$ cat src/rtl/if_stage_pkg.sv
// if_stage_pkg: shared encodings for the fetch stage
package if_stage_pkg;
  typedef enum logic [1:0] {NPC_SEQ = 2'b00, NPC_BR = 2'b01, NPC_J = 2'b10, NPC_JR = 2'b11} npc_op_e;
  typedef enum logic [1:0] {S_IDLE = 2'b00, S_FETCH = 2'b01, S_HOLD = 2'b10} state_e;
  localparam logic [31:0] NOP_INSTR = 32'h0;
endpackage

$ cat src/rtl/if_stage_npc_calc.sv
// if_stage_npc_calc: control-transfer target select from the IF/ID contents
module if_stage_npc_calc
  import if_stage_pkg::*;
(
  input  logic [1:0]  npc_op_i,
  input  logic [31:0] pc4_i,
  input  logic [25:0] instr_i,
  input  logic [31:0] jr_target_i,
  output logic [31:0] target_o
);
  always_comb
    target_o = npc_op_i == NPC_BR ? pc4_i + {{14{instr_i[15]}}, instr_i[15:0], 2'b00} :
               npc_op_i == NPC_J  ? {pc4_i[31:28], instr_i, 2'b00} :
               npc_op_i == NPC_JR ? jr_target_i & ~32'h3 : pc4_i;
endmodule

$ cat src/rtl/if_stage.sv
// if_stage: MIPS instruction fetch with IF/ID register, one-word skid and delay-slot redirect
module if_stage
  import if_stage_pkg::*;
#(
  parameter logic [31:0] RESET_PC = 32'h0000_3000
) (
  input  logic        clk,
  input  logic        rst,
  input  logic        nostall,
  input  logic [1:0]  npc_op,
  input  logic [31:0] jr_target,
  input  logic [31:0] imem_rdata,
  input  logic        imem_ready,
  output logic        imem_req,
  output logic [31:0] imem_addr,
  output logic [31:0] pc,
  output logic [31:0] if_id_instr,
  output logic [31:0] if_id_pc4,
  output logic        if_id_valid
);
  state_e state_q, state_d;
  logic [31:0] pc_q, pc_d, skid_q, skid_d, skid_pc4_q, skid_pc4_d, redir_pc_q, redir_pc_d;
  logic [31:0] instr_q, instr_d, pc4_q, pc4_d, pc_plus4, target;
  logic skid_full_q, skid_full_d, pend_q, pend_d, valid_q, valid_d, done, xfer;

  if_stage_npc_calc u_npc (
    .npc_op_i   (npc_op),
    .pc4_i      (pc4_q),
    .instr_i    (instr_q[25:0]),
    .jr_target_i(jr_target),
    .target_o   (target)
  );

  always_comb begin
    pc_plus4 = pc_q + 32'd4;
    done = state_q == S_FETCH && imem_ready;
    xfer = nostall && valid_q && npc_op != NPC_SEQ;
    state_d = state_q == S_IDLE ? S_FETCH :
              state_q == S_FETCH ? (done && !nostall ? S_HOLD : S_FETCH) :
              (nostall ? S_FETCH : S_HOLD);
    skid_d = done && !nostall ? imem_rdata : skid_q;
    skid_pc4_d = done && !nostall ? pc_plus4 : skid_pc4_q;
    skid_full_d = done && !nostall ? 1'b1 : nostall ? 1'b0 : skid_full_q;
    instr_d = !nostall ? instr_q : skid_full_q ? skid_q : done ? imem_rdata : NOP_INSTR;
    pc4_d = !nostall ? pc4_q : skid_full_q ? skid_pc4_q : done ? pc_plus4 : pc4_q;
    valid_d = nostall ? skid_full_q || done : valid_q;
    pc_d = !done ? pc_q : pend_q ? redir_pc_q : xfer ? target : pc_plus4;
    pend_d = done ? 1'b0 : pend_q;
    redir_pc_d = redir_pc_q;
    if (xfer && !done) begin
      if (skid_full_q) pc_d = target;
      else begin
        pend_d = 1'b1;
        redir_pc_d = target;
      end
    end
  end

  always_ff @(posedge clk or posedge rst) begin
    if (rst) begin
      state_q <= S_IDLE;
      pc_q <= RESET_PC;
      skid_q <= NOP_INSTR;
      skid_pc4_q <= '0;
      skid_full_q <= 1'b0;
      redir_pc_q <= '0;
      pend_q <= 1'b0;
      instr_q <= NOP_INSTR;
      pc4_q <= '0;
      valid_q <= 1'b0;
    end else begin
      state_q <= state_d;
      pc_q <= pc_d;
      skid_q <= skid_d;
      skid_pc4_q <= skid_pc4_d;
      skid_full_q <= skid_full_d;
      redir_pc_q <= redir_pc_d;
      pend_q <= pend_d;
      instr_q <= instr_d;
      pc4_q <= pc4_d;
      valid_q <= valid_d;
    end
  end

  assign imem_req = state_q == S_FETCH;
  assign imem_addr = pc_q;
  assign pc = pc_q;
  assign if_id_instr = instr_q;
  assign if_id_pc4 = pc4_q;
  assign if_id_valid = valid_q;
endmodule

$ cat config.mk
export PLATFORM = sky130hd
export DESIGN_NAME = if_stage
export DESIGN_NICKNAME = d
export VERILOG_FILES = /design/src/rtl/if_stage_pkg.sv /design/src/rtl/if_stage_npc_calc.sv /design/src/rtl/if_stage.sv
export SDC_FILE = /design/constraint.sdc
export NUM_CORES = 1
export LEC_CHECK = 0
export CELL_PAD_IN_SITES_DETAIL_PLACEMENT = 0
export CELL_PAD_IN_SITES_GLOBAL_PLACEMENT = 2
export CORE_MARGIN = 1.5
export CORE_UTILIZATION = 33
export CTS_BUF_LIST = sky130_fd_sc_hd__clkbuf_2
export CTS_CLUSTER_SIZE = 12
export DETAILED_ROUTE_END_ITERATION = 8
export PLACE_DENSITY = 0.94
export SLEW_MARGIN = 20
export SYNTH_ARGS = -nofsm -noshare
export SYNTH_HDL_FRONTEND = slang
export SYNTH_SLANG_ARGS = --single-unit
$ cat constraint.sdc
create_clock -name clk -period 8.44 [get_ports clk]
set_input_delay 0.844 -clock clk [delete_from_list [all_inputs] [get_ports clk]]
set_output_delay 0.844 -clock clk [all_outputs]
set_load 0.005 [all_outputs]
==> metrics.csv <==
metric,value,unit
fill count,3677,
path depth of the worst reg2reg path,9,
endpoint type of the worst setup path,flip-flop,
"commonest non-fill, non-tap cells in the layout","nand2_1 (212), dfrtp_1 (194), clkdlybuf4s50_1 (194), a21oi_1 (179), nor2_1 (161)",
#FFs+latches synth,197,
Fin Setup TNS,0,ns
vias in the first global route,10330,
count of final hold-check violations,0,
Lkg Pwr,5.920,nW
CP Launch Type,flip-flop,
Critical Path Max Stage Delay,1.00,ns
TritonCTS clock tree,done,
gr ovfl total,0,
DIE AREA,37710,um^2
# port buffers,197,
max cap viols,0,
worst slew pin tran,0.9602,ns
most frequent CP cell,a21oi_1,
final worst path period share,44.72,%
Synth Instances,1394,
largest net degree at the start of global routing,124,
Power Density,294.6,nW/um^2
design area,14360,um^2
antenna-violating nets left,0,
layout cell share with drive strength beyond 1,9.241,%
syn_nets,1495,
CTS-repair resized insts,0,
Synth Area in XOR/XNOR,3.962,%
Worst-path clk slew,0.35,ns
clk_skew,0.06428,ns
crit path time final,3.774,ns
Max rail drop VDD,0.1091,mV
Synth warnings,0,
"Cell Chain, Critical Path","ha_1, a21oi_1, o21ai_0, a2111oi_0, a21oi_1, a221oi_1, mux2i_1, a31oi_1, a21oi_1",
violations in the final reports,design-rule violations,
gr usage total,20.99,%
critical path class,flip-flop to flip-flop,
placed cell areas,14160,um^2
Synth Area in Compound Gates,20.58,%
CP max stage cell,dfrtp_1,
"Seq/Total Area, Yosys",40.89,%
hold depth,4,
fmax,264.9,MHz
Placed Cells,1944,
hold_sp,npc_op[1],
number of buffers and inverters on the critical path,0,
Synth Flop Type,dfrtp_1,
outcome,"complete, but fails checks",
"Cell Count, Final, Fillers Out",1977,
die width,194.2,um
IO Pins,200,
clock latency at the later pin of the worst-skew pair,0.84,ns
"FFs w/ async S/R, synth",100.0,%
first-pass GRT wire length,61740,um
site row count,69,
final setup fails,0,
postcts setup bufs,0,
final slew viol count,0,
DRC violations left,5,
"CP delay by family, top",compound AO/OA/AOI/OAI gates,
Initial Util,33.75,%
routed len/inst,20.12,um
Synth-to-Final Area Change,19.04,%
routability cong.,0.8875,
Adder-Cell Fraction of Synth Area,3.278,%
routed wire length,39790,um
DIE HEIGHT,194.2,um
Post-Synth Simple-Gate Area,17.04,%
max_slew headroom,35.99,%
reg-to-reg setup timing slack,4.67,ns
# nets final,1603,
CTS hold repair buffers,0,
clk sinks,197,
drt initial violations,830,
mux cell area share after synthesis,8.526,%
worst r2r src,if_id_instr[15],
crit path DAT,4.59,ns
"EDFF count, synth",0,
critical path required time,9.25,ns
largest family of logic cells by synthesized area,compound AO/OA/AOI/OAI gates,
vias,10860,
Synth Cell Area,12060,um^2
antenna violations before repair,1,
hold endpoint,redir_pc_q[0],
library cells used by synthesis,70,
r2r endpoint,imem_addr[24],
syn avg cell area,8.653,um^2
deepest clock path buffer count,2,
crit-path max FO,22,
DR vias/cell,5.493,
Tightest Hold Check Type,primary input to flip-flop,
H-tree Lvls,4,
clock buffer count from CTS,17,
Core Area,35740,um^2
unrepaired setup endpoints after global routing,false,
"commonest non-fill, non-tap cell in the layout",nand2_1,
detailed placement HPWL,28100,um
number of detailed-routing iterations run before antenna repair,9,
Clk Tree Root Cell,clkbuf_2,
==> final cells by class <==
cell class,instances,area (um^2),share of cell area (%)
timing repair buffer,215,2092,14.57
tap,461,576.8,4.017
clock buffer,21,105.1,0.7319
inverter,17,71.32,0.4966
clock inverter,11,91.34,0.6361
sequential,197,4936,34.37
antenna,1,2.502,0.01743
multi-input combinational,1054,6485,45.16
==> flip-flops by register name, summed over array words and instances, names as in the netlist <==
register     cells
redir_pc_q      32
if_id_valid      1
if_id_pc4       32
skid_pc4_q      32
skid_full_q      1
if_id_instr     32
imem_addr       32
state_q          2
pend_q           1
skid_q          32
==> synth_stat cells, types with 24 or more instances <==
master    count  area share (%)
clkbuf_1     78             2.4
a21oi_1     179             7.4
o21ai_0      79             3.3
nor2_1      165             5.1
dfrtp_1     195              40
nand3_1      27             1.1
nand2_1     213             6.6
ha_1         30             3.1
xor2_1       24             1.7
xnor2_1      28             2.0
mux2_2       50             4.7
buf_4        34             2.1
==> power breakdown <==
part           switching, mW  internal (mW)  leakage, nW
Combinational           1.09           1.05         3.43
Clock                  0.366         0.0904        0.130
Sequential             0.373           1.26         2.36
Total                   1.83           2.40         5.92
==> kinds of logic after synthesis <==
family / Yosys count
flops: 197
compound gates: 410
fa+ha+maj: 31
mux: 79
buf+inv: 143
simple gates: 481
xor+xnor: 53
==> routing by layer <==
metal	share of wire, %	vias up	global-route usage, %
met3	6.7	31	4.279
met2	45	360	32.20
met4	1.4	0	4.716
met1	47	5325	30.32
met5	0	-	0
li1	-	5143	-
==> tightest hold or removal path, cell delays in order <==
cell     delay (ns)
buf_2          0.24
nor2b_1        0.12
nand2_1        0.06
nand2_1        0.04
==> metrics by stage <==
step / power [mW] / hold slack, ns / utilization, % / setup WS (ns)
2_1_floorplan: 2.924 / 0.4404 / - / 2.230
3_3_place_gp: 3.735 / 0.4551 / 39.62 / 4.244
3_5_place_dp: 3.777 / 0.4583 / 39.62 / 4.221
4_1_cts: 4.244 / 0.3756 / 40.17 / 4.752
5_1_grt: 4.544 / 0.4085 / 40.18 / 4.388
6_report: 4.230 / 0.4690 / 40.18 / 4.666
==> worst max path at each step <==
stage                     from        endpoint  slack (ns)  cells after the start
4_1_cts        if_id_instr[15]   imem_addr[24]        4.75                      9
3_5_place_dp        imem_ready       skid_q[4]        4.22                      6
2_1_floorplan              rst  if_id_instr[0]        2.23                      1
3_3_place_gp        imem_ready      skid_q[27]        4.24                      6
5_1_grt        if_id_instr[15]   imem_addr[24]        4.39                      9
6_report       if_id_instr[15]   imem_addr[24]        4.67                      9
Power figures use the tool's default switching activity.
